`src/rtl/cpu_pkg.sv`:
```
// cpu_pkg: shared access-type and write-back-select encodings for the memory stage
package cpu_pkg;
    localparam logic [2:0] DM_WORD   = 3'b000;
    localparam logic [2:0] DM_HALF   = 3'b001;
    localparam logic [2:0] DM_HALF_U = 3'b010;
    localparam logic [2:0] DM_BYTE   = 3'b011;
    localparam logic [2:0] DM_BYTE_U = 3'b100;

    typedef enum logic [1:0] {WD_ALU, WD_MEM, WD_PC4, WD_IMM} wd_sel_e;

    // Bytes touched by one access; unlisted encodings behave as words.
    function automatic logic [2:0] dm_size(input logic [2:0] t);
        return (t == DM_BYTE || t == DM_BYTE_U) ? 3'd1 :
               (t == DM_HALF || t == DM_HALF_U) ? 3'd2 : 3'd4;
    endfunction
endpackage

```
`src/rtl/ex_mem_reg_if.sv`:
```
// ex_mem_reg_if: data-memory request bus (byte address, store data, access type, write strobe)
//   master drives the bus (pipeline register), slave observes it (memory)
interface ex_mem_reg_if #(parameter int DM_AW = 6, parameter int XLEN = 32);
    logic [DM_AW-1:0] dm_addr;
    logic [XLEN-1:0]  dm_din;
    logic [2:0]       dm_type;
    logic             dm_wr;

    modport master (output dm_addr, dm_din, dm_type, dm_wr);
    modport slave  (input  dm_addr, dm_din, dm_type, dm_wr);
endinterface

```
`src/rtl/mem_fault_chk.sv`:
```
// mem_fault_chk: combinational misalignment / out-of-range check for one data-memory access
//   addr, dm_type, access in; misalign, range_err, size (1/2/4 bytes) out
module mem_fault_chk
    import cpu_pkg::*;
#(
    parameter int DM_AW = 6,
    parameter int XLEN  = 32
) (
    input  logic [XLEN-1:0] addr,
    input  logic [2:0]      dm_type,
    input  logic            access,
    output logic            misalign,
    output logic            range_err,
    output logic [2:0]      size
);
    logic [DM_AW:0] last;

    assign size = dm_size(dm_type);
    // One extra bit catches a last byte that runs past the top of memory.
    assign last = {1'b0, addr[DM_AW-1:0]} + (DM_AW+1)'(size) - (DM_AW+1)'(1);

    always_comb begin
        misalign  = access & ((size == 3'd2) ? addr[0] : (size == 3'd4) ? |addr[1:0] : 1'b0);
        range_err = access & ((|addr[XLEN-1:DM_AW]) | last[DM_AW]);
    end
endmodule

```
`src/rtl/ex_mem_reg.sv`:
```
// ex_mem_reg: EX/MEM pipeline register driving the byte-addressed data memory
//   clk/rst, stall/flush from hazard unit, ex_* execute results, wb_* for store-data forwarding,
//   mem_* registered stage outputs, dm memory bus, misalign/range faults with fault_addr
module ex_mem_reg
    import cpu_pkg::*;
#(
    parameter int DM_AW = 6,
    parameter int XLEN  = 32
) (
    input  logic               clk,
    input  logic               rst,
    input  logic               stall,
    input  logic               flush,
    input  logic               ex_valid,
    input  logic [XLEN-1:0]    ex_pc,
    input  logic [XLEN-1:0]    ex_alu_result,
    input  logic [XLEN-1:0]    ex_rs2_data,
    input  logic [4:0]         ex_rs2_addr,
    input  logic               ex_mem_read,
    input  logic               ex_mem_write,
    input  logic [2:0]         ex_dm_type,
    input  logic               ex_reg_write,
    input  logic [4:0]         ex_rd,
    input  logic [1:0]         ex_wd_sel,
    input  logic               wb_reg_write,
    input  logic [4:0]         wb_rd,
    input  logic [XLEN-1:0]    wb_wdata,
    output logic               mem_valid,
    output logic [XLEN-1:0]    mem_pc,
    output logic [XLEN-1:0]    mem_alu_result,
    output logic               mem_mem_read,
    output logic               mem_reg_write,
    output logic [4:0]         mem_rd,
    output logic [1:0]         mem_wd_sel,
    output logic               misalign_exc,
    output logic               range_exc,
    output logic [XLEN-1:0]    fault_addr,
    ex_mem_reg_if.master       dm
);
    logic            access, fwd, hfwd, mis, rng, mem_write_q, unused_sz;
    logic [4:0]      rs2_q;
    logic [2:0]      type_q, sz;
    logic [XLEN-1:0] din_q;

    mem_fault_chk #(.DM_AW(DM_AW), .XLEN(XLEN)) u_chk (
        .addr      (ex_alu_result),
        .dm_type   (ex_dm_type),
        .access    (access),
        .misalign  (mis),
        .range_err (rng),
        .size      (sz)
    );

    assign unused_sz = ^sz;
    assign access    = ex_valid & (ex_mem_read | ex_mem_write);
    assign fwd       = ex_mem_write & wb_reg_write & (wb_rd != 5'd0) & (wb_rd == ex_rs2_addr);
    // A stalled store keeps picking up the newest WB value of its source register.
    assign hfwd      = mem_valid & mem_write_q & wb_reg_write & (wb_rd != 5'd0) & (wb_rd == rs2_q);

    always_ff @(posedge clk) begin
        if (rst) begin
            mem_valid      <= 1'b0;
            mem_pc         <= '0;
            mem_alu_result <= '0;
            mem_mem_read   <= 1'b0;
            mem_write_q    <= 1'b0;
            mem_reg_write  <= 1'b0;
            mem_rd         <= '0;
            mem_wd_sel     <= WD_ALU;
            din_q          <= '0;
            type_q         <= DM_WORD;
            rs2_q          <= '0;
            misalign_exc   <= 1'b0;
            range_exc      <= 1'b0;
            fault_addr     <= '0;
        end else if (flush || (!stall && !ex_valid)) begin
            // Bubble: control and faults cleared, data fields left as they were.
            mem_valid     <= 1'b0;
            mem_mem_read  <= 1'b0;
            mem_write_q   <= 1'b0;
            mem_reg_write <= 1'b0;
            mem_wd_sel    <= WD_ALU;
            type_q        <= DM_WORD;
            misalign_exc  <= 1'b0;
            range_exc     <= 1'b0;
        end else if (stall) begin
            if (hfwd) din_q <= wb_wdata;
        end else begin
            mem_valid      <= 1'b1;
            mem_pc         <= ex_pc;
            mem_alu_result <= ex_alu_result;
            mem_mem_read   <= ex_mem_read;
            mem_write_q    <= ex_mem_write;
            mem_reg_write  <= ex_reg_write & ~(mis | rng);
            mem_rd         <= ex_rd;
            mem_wd_sel     <= ex_wd_sel;
            din_q          <= fwd ? wb_wdata : ex_rs2_data;
            type_q         <= access ? ex_dm_type : DM_WORD;
            rs2_q          <= ex_rs2_addr;
            misalign_exc   <= mis;
            range_exc      <= rng;
            if (mis | rng) fault_addr <= ex_alu_result;
        end
    end

    assign dm.dm_addr = mem_alu_result[DM_AW-1:0];
    assign dm.dm_din  = din_q;
    assign dm.dm_type = type_q;
    assign dm.dm_wr   = mem_valid & mem_write_q & ~misalign_exc & ~range_exc;
endmodule

```
`src/flat_wrapper.sv`:
```
// flat-port wrapper written by rule: the top's interface ports become plain ports
module ex_mem_reg_flat import cpu_pkg::*;
#(
    parameter int DM_AW = 6,
    parameter int XLEN  = 32
)
  (clk, rst, stall, flush, ex_valid, ex_pc, ex_alu_result, ex_rs2_data, ex_rs2_addr, ex_mem_read, ex_mem_write, ex_dm_type, ex_reg_write, ex_rd, ex_wd_sel, wb_reg_write, wb_rd, wb_wdata, mem_valid, mem_pc, mem_alu_result, mem_mem_read, mem_reg_write, mem_rd, mem_wd_sel, misalign_exc, range_exc, fault_addr, dm_dm_addr, dm_dm_din, dm_dm_type, dm_dm_wr);
  ex_mem_reg_if #(.DM_AW(DM_AW), .XLEN(XLEN)) dm_i ();
  input  logic clk;
  input  logic rst;
  input  logic stall;
  input  logic flush;
  input  logic ex_valid;
  input  logic [XLEN-1:0] ex_pc;
  input  logic [XLEN-1:0] ex_alu_result;
  input  logic [XLEN-1:0] ex_rs2_data;
  input  logic [4:0] ex_rs2_addr;
  input  logic ex_mem_read;
  input  logic ex_mem_write;
  input  logic [2:0] ex_dm_type;
  input  logic ex_reg_write;
  input  logic [4:0] ex_rd;
  input  logic [1:0] ex_wd_sel;
  input  logic wb_reg_write;
  input  logic [4:0] wb_rd;
  input  logic [XLEN-1:0] wb_wdata;
  output logic mem_valid;
  output logic [XLEN-1:0] mem_pc;
  output logic [XLEN-1:0] mem_alu_result;
  output logic mem_mem_read;
  output logic mem_reg_write;
  output logic [4:0] mem_rd;
  output logic [1:0] mem_wd_sel;
  output logic misalign_exc;
  output logic range_exc;
  output logic [XLEN-1:0] fault_addr;
  output wire logic [$bits(dm_i.dm_addr)-1:0] dm_dm_addr;
  output wire logic [$bits(dm_i.dm_din)-1:0] dm_dm_din;
  output wire logic [$bits(dm_i.dm_type)-1:0] dm_dm_type;
  output wire logic [$bits(dm_i.dm_wr)-1:0] dm_dm_wr;
  assign dm_dm_addr = dm_i.dm_addr;
  assign dm_dm_din = dm_i.dm_din;
  assign dm_dm_type = dm_i.dm_type;
  assign dm_dm_wr = dm_i.dm_wr;
  ex_mem_reg #(.DM_AW(DM_AW), .XLEN(XLEN)) u_core (.clk(clk), .rst(rst), .stall(stall), .flush(flush), .ex_valid(ex_valid), .ex_pc(ex_pc), .ex_alu_result(ex_alu_result), .ex_rs2_data(ex_rs2_data), .ex_rs2_addr(ex_rs2_addr), .ex_mem_read(ex_mem_read), .ex_mem_write(ex_mem_write), .ex_dm_type(ex_dm_type), .ex_reg_write(ex_reg_write), .ex_rd(ex_rd), .ex_wd_sel(ex_wd_sel), .wb_reg_write(wb_reg_write), .wb_rd(wb_rd), .wb_wdata(wb_wdata), .mem_valid(mem_valid), .mem_pc(mem_pc), .mem_alu_result(mem_alu_result), .mem_mem_read(mem_mem_read), .mem_reg_write(mem_reg_write), .mem_rd(mem_rd), .mem_wd_sel(mem_wd_sel), .misalign_exc(misalign_exc), .range_exc(range_exc), .fault_addr(fault_addr), .dm(dm_i));
endmodule
```
`config.mk`:
```
export PLATFORM = sky130hd
export DESIGN_NAME = ex_mem_reg_flat
export DESIGN_NICKNAME = d
export VERILOG_FILES = /design/src/rtl/cpu_pkg.sv /design/src/rtl/ex_mem_reg_if.sv /design/src/rtl/mem_fault_chk.sv /design/src/rtl/ex_mem_reg.sv /design/src/flat_wrapper.sv
export SDC_FILE = /design/constraint.sdc
export NUM_CORES = 1
export LEC_CHECK = 0
export CORE_MARGIN = 10
export CORE_UTILIZATION = 30
export CTS_CLUSTER_DIAMETER = 40
export DETAILED_ROUTE_END_ITERATION = 12
export GPL_TIMING_DRIVEN = 0
export SETUP_SLACK_MARGIN = 0.5
export SKIP_LAST_GASP = 1
export SLEW_MARGIN = 10
export SYNTH_ARGS = -nofsm -noshare
export SYNTH_HDL_FRONTEND = slang
export SYNTH_SLANG_ARGS = --single-unit
```
`constraint.sdc`:
```
create_clock -name clk -period 2.98 [get_ports clk]
set_input_delay 0.596 -clock clk [delete_from_list [all_inputs] [get_ports clk]]
set_output_delay 0.596 -clock clk [all_outputs]
set_load 0.02 [all_outputs]
```
==> impl_metrics.json, run 1 <==
{
  "die_w_um": 166,
  "critPathSlowestCell": "mux2_4",
  "yosysSeqAreaShare": 0.466,
  "cts_sinks": 149,
  "end_kind": "flip-flop",
  "fmax_ghz": 0.385,
  "dieArea_sq_mm": 0.0276,
  "antenna_found_initial": 0,
  "cts_tree": "built",
  "grt_pass1_wl_um": 39000,
  "peakVddDrop_uv": 344,
  "area_growth_pct": 66.1,
  "synth_top_flop_cell": "dfxtp_1",
  "num_antenna_cells": 0,
  "htreeDepth": 4,
  "fin_setup_tns_ns": 0,
  "fin_nets": 1243,
  "clkTransAtPathRegs_ns": 0.07,
  "initial_core_util": 0.305,
  "drc": 0,
  "path_cells": "buf_8, nor2_4, xnor2_2, ha_4, inv_4, ha_4, a211oi_2, nor2_1, a211oi_2, mux2_4, buf_12, and4b_1, a311o_2",
  "synth.most_common_cell": "nand2_1",
  "setup_viol": 0,
  "io_pins": 307,
  "post-route-period-util": 0.873,
  "drive_above_1_share": 0.107,
  "vias": 6591,
  "synth-edff-count": 0,
  "wl_per_cell_um": 18.5,
  "yosys_warnings": 0,
  "port_buffers": 304,
  "tightest_slew_ns": 0.672,
  "grt_pass1_vias": 6628,
  "finalHoldViolations": 0,
  "drt_iter0_markers": 438,
  "synthTopCellsByCount": "162 x nand2_1, 149 x dfxtp_1, 80 x a21oi_1",
  "dp_hpwl_um": 19400,
  "syn_nets": 911,
  "ys_seq_elements": 149,
  "path_buf_inv": 3,
  "async_flop_share": 0,
  "clock-skew-final_ns": 0.0102,
  "clkLatencyLatePin_ns": 0.42,
  "synth.cell_area_sq_mm": 0.00641,
  "grt.overflow.total": 0,
  "path_delay_family": "compound AO/OA/AOI/OAI gates",
  "period_needed_ns": 2.60,
  "worstSetupPathType": "in2reg",
  "yosysTopAreaCellShare": 0.466,
  "synth.distinct_cells": 46,
  "first_pass_iters": 4,
  "rsz0062_at_grt": "true",
  "antenna_left": 0,
  "grt_use_total": 0.175,
  "hold_buffers": 0,
  "via_per_inst": 4.82,
  "p_leak_nw": 3.90,
  "hold_path.class": "reg2reg",
  "start_kind": "primary input",
  "stdcell_area_sq_mm": 0.0106,
  "critPathMaxStageDelay_ns": 0.40,
  "finalMaxSlewViolations": 0,
  "required_ns": 3.28,
  "numCtsBuffers": 17,
  "worstPathMaxFanout": 7,
  "die_y_um": 166,
  "routabilityCongestion": 0.797,
  "synthCells": 748,
  "status": "completed",
  "grt_max_degree": 17,
  "clock_path_buffers": 2,
  "worst-endpoint-arrival_ns": 2.91,
  "place_area_sq_mm": 0.00980,
  "drv_cap": 0,
  "synth_top_cell_by_area": "dfxtp_1",
  "num_rows": 53,
  "coreArea_sq_mm": 0.0210,
  "slew_headroom": 0.552,
  "postSynthAreaPerCell_sq_um": 8.56,
  "wl_um": 25300,
  "powerDensity_mw_per_mm2": 481,
  "root_buffer": "clkbuf_16",
  "synthTopCellsByArea": "dfxtp_1 47%, nand2_1 9.5%, a21oi_1 6.3%"
}
==> cells by family (layout without fill, tap and decap cells) <==
kind of cell,after synthesis,after routing,share of synthesized area
xor gates and xnor gates,12,12,0.0164
muxes,12,12,0.0195
AOI/OAI and AO/OA,157,157,0.175
DFF,149,149,0.466
adders and majority gates,6,6,0.0117
and+or+nand+nor,329,329,0.249
buffers and inverters,83,428,0.0625
==> cell type report <==
| class | count | area [sq um] |
|---|---|---|
| plain buffers | 70 | 377 |
| clock buffers | 18 | 439 |
| clock inverters | 14 | 165 |
| fillers | 2008 | 10400 |
| inverters | 13 | 51.3 |
| multi-input cells | 516 | 3150 |
| flip-flops and latches | 149 | 2980 |
| well taps | 275 | 344 |
| repair buffers | 313 | 3130 |
==> stage by stage <==
step	power (mW)	worst slack [ns]	hold WS, ns	instances	utilization
2_1_floorplan	2.46	0.173	0.448	748	-
3_3_place_gp	2.92	-0.587	0.442	1327	0.466
3_5_place_dp	2.93	-0.610	0.447	1327	0.466
4_1_cts	5.17	0.358	0.456	1365	0.500
5_1_grt	5.32	0.292	0.474	1368	0.506
6_report	5.12	0.379	0.456	1368	0.506
==> flip-flops by register name, indices dropped and copies added (netlist names), 2 cells and up <==
register / cells
u_core.dm.dm_din: 32
u_core.fault_addr: 32
u_core.mem_alu_result: 32
u_core.mem_pc: 32
u_core.mem_rd: 5
u_core.rs2_q: 5
u_core.dm.dm_type: 3
u_core.mem_wd_sel: 2
==> path summary, 6_finish.rpt <==
path / slack [ns] / endpoint / startpoint / cells past startpoint
worst max-delay path: 0.38 / u_core.fault_addr[13] / ex_dm_type[0] / 13
worst min-delay path: 0.46 / u_core.mem_alu_result[17] / u_core.mem_alu_result[17] / 2
worst max register to register: 1.04 / u_core.dm.dm_din[1] / u_core.rs2_q[3] / 7
worst min register to register: 0.46 / u_core.mem_alu_result[17] / u_core.mem_alu_result[17] / 2
==> placed cells by master, fill, tap and decap left out, types with 9 or more instances in the layout <==
cell type	count
nor3b_1	36
xor2_1	10
inv_1	10
clkdlybuf4s50_1	295
buf_1	11
buf_4	14
buf_6	9
and4b_1	25
nand2_1	161
clkbuf_1	31
clkbuf_16	17
a21oi_1	77
dfxtp_1	149
mux2i_1	11
a311o_2	22
nor2_1	77
o221ai_1	32
==> metal layers <==
layer,part of all wire,GRT usage
met5,0,0
met3,0.080,0.0696
met4,0.012,0.0431
met1,0.42,0.203
met2,0.49,0.296
==> power breakdown <==
| part | leakage [nW] | internal [mW] | switching [mW] |
|---|---|---|---|
| Sequential | 1.21 | 2.06 | 0.0390 |
| Combinational | 2.40 | 0.414 | 0.382 |
| Clock | 0.290 | 1.28 | 0.935 |
==> worst min-delay path: cells and delay by family (launching register included) <==
| family | cells | cell delay, ns |
|---|---|---|
| AO/OA/AOI/OAI | 1 | 0.05 |
| flip-flops | 1 | 0.31 |
| AND/OR/NAND/NOR | 1 | 0.05 |
==> timing repair <==
action | CTS | global route
gates cloned | 2 | 0
buffers inserted | 4 | 3
pin swaps | 26 | 13
resized for setup | 44 | 35
setup endpoints to repair | 64 | 64
Note: power is estimated with default switching activity, not from simulation.
==> run 2: changes to the inputs <==
--- a/config.mk
+++ b/config.mk
@@ -7,6 +7,7 @@
 export LEC_CHECK = 0
 export CORE_MARGIN = 10
 export CORE_UTILIZATION = 30
+export CTS_BUF_LIST = sky130_fd_sc_hd__clkbuf_8
 export CTS_CLUSTER_DIAMETER = 40
 export DETAILED_ROUTE_END_ITERATION = 12
 export GPL_TIMING_DRIVEN = 0
==> run 2 against run 1 <==
  * Clock-buffer cell count unchanged
  * Non-clock buffer count down 2
  * Flip-flop and latch count unchanged
  * Global-route usage about the same
  * Clock power down 25%
  * Sequential power about the same
  * Fmax up 2.3%
  * Total power down 11%
  * First-iteration DRC count down 14%
  * Design area down 2.4%
  * Register-to-register slack worse by 0.06 ns
  * Highest routed layer unchanged
  * Critical endpoint is now u_core.fault_addr[14]
==> impl_metrics.json, run 2 (synthesized netlist as in run 1, its figures left out) <==
{
  "htreeDepth": 4,
  "cts_tree": "built",
  "stdcell_area_sq_mm": 0.0104,
  "finalMaxSlewViolations": 0,
  "io_pins": 307,
  "first_pass_iters": 5,
  "worstPathMaxFanout": 7,
  "rsz0062_at_grt": "true",
  "fmax_ghz": 0.393,
  "grt.overflow.total": 0,
  "layout_common_cells": "295 x clkdlybuf4s50_1, 162 x nand2_1, 149 x dfxtp_1",
  "die_y_um": 166,
  "place_area_sq_mm": 0.00980,
  "root_buffer": "clkbuf_8",
  "grt_pass1_wl_um": 38700,
  "finalHoldViolations": 0,
  "drive_above_1_share": 0.103,
  "slew_headroom": 0.548,
  "wl_per_cell_um": 18.4,
  "p_total_mw": 4.55,
  "antenna_found_initial": 0,
  "setup_viol": 0,
  "routabilityCongestion": 0.797,
  "clock_path_buffers": 2,
  "coreArea_sq_mm": 0.0210,
  "port_buffers": 304,
  "period_needed_ns": 2.54,
  "clkLatencyLatePin_ns": 0.46,
  "powerDensity_mw_per_mm2": 438,
  "end_kind": "flip-flop",
  "post-route-period-util": 0.853,
  "num_rows": 53,
  "via_per_inst": 4.79,
  "grt_max_degree": 17,
  "start_kind": "primary input",
  "status": "completed",
  "worstSetupPathType": "in2reg",
  "worst-endpoint-arrival_ns": 2.89,
  "hold_slack_ns": 0.460,
  "vias": 6538,
  "clkTransAtPathRegs_ns": 0.09,
  "cts_sinks": 149,
  "dieArea_sq_mm": 0.0276,
  "grt_use_total": 0.175,
  "numCtsBuffers": 17,
  "utilization": 0.494,
  "fin_nets": 1241,
  "drc": 0,
  "final_common_cell": "clkdlybuf4s50_1",
  "tightest_slew_ns": 0.677,
  "hold_path.class": "reg2reg",
  "initial_core_util": 0.305,
  "dp_slack_ns": -0.610,
  "reg2reg_slack_ns": 0.98,
  "clock-skew-final_ns": 0.0192,
  "antenna_left": 0,
  "hold_buffers": 0,
  "p_leak_nw": 3.79,
  "num_antenna_cells": 0,
  "required_ns": 3.32,
  "wl_um": 25200,
  "die_w_um": 166,
  "dp_hpwl_um": 19400,
  "postLayoutSetupSlackWorst_ns": 0.437,
  "area_growth_pct": 62.1,
  "peakVddDrop_uv": 258,
  "drv_cap": 0,
  "grt_pass1_vias": 6572,
  "drt_iter0_markers": 375
}
-- run 2: cell count changes in the layout (fill, tap and decap cells not counted), sizes merged --
cell | previous run | this run
buf | 43 | 39
clkbuf | 55 | 57
-- run 2: stage by stage --
stage	setup TNS (ns)	instances
CTS	0	1365
finish	0	1366
global route	0	1366
detailed placement	-19.06	1327
floorplan	0	748
global placement	-18.86	1327
-- run 2: routing by layer --
metal | vias up | part of all wire | track usage
met1 | 3002 | 0.42 | 0.202
met3 | 14 | 0.086 | 0.0745
met2 | 219 | 0.48 | 0.292
li1 | 3303 | - | -
met4 | 0 | 0.012 | 0.0420
met5 | - | 0 | 0
-- run 2: final cells by class --
type | count | area, sq um
clock buffer | 18 | 248
buffer | 70 | 362
fill | 2057 | 10600
inverter | 13 | 51.3
multi-input combinational | 516 | 3130
sequential | 149 | 2980
clock inverter | 14 | 165
tap | 275 | 344
timing repair buffer | 311 | 3100
-- run 2: what timing repair did --
action,CTS,global route
gates cloned,2,0
resized for setup,41,22
hold endpoints to repair,0,0
setup endpoints to repair,64,65
setup buffers,4,1
pin swaps,24,12
-- run 2: path summary, 6_finish.rpt --
path | from | end | depth (start not counted)
max | ex_dm_type[0] | u_core.fault_addr[14] | 13
min | u_core.mem_alu_result[31] | u_core.mem_alu_result[31] | 2
min reg2reg | u_core.mem_alu_result[31] | u_core.mem_alu_result[31] | 2
max reg2reg | u_core.rs2_q[3] | u_core.dm.dm_din[27] | 7
-- run 2: critical path: stages --
cell and delay [ns]:
buf_8 0.11, nor2_4 0.13, xnor2_2 0.09, ha_4 0.28
inv_4 0.03, ha_4 0.14, a211oi_2 0.20, nor2_1 0.07
a211oi_2 0.18, mux2_4 0.40, buf_12 0.16, and4b_1 0.19
a311o_2 0.30
-- run 2: power breakdown --
group | internal [mW] | switching (mW)
Combinational | 0.413 | 0.378
Clock | 0.790 | 0.869
Sequential | 2.06 | 0.0391
Total | 3.27 | 1.29
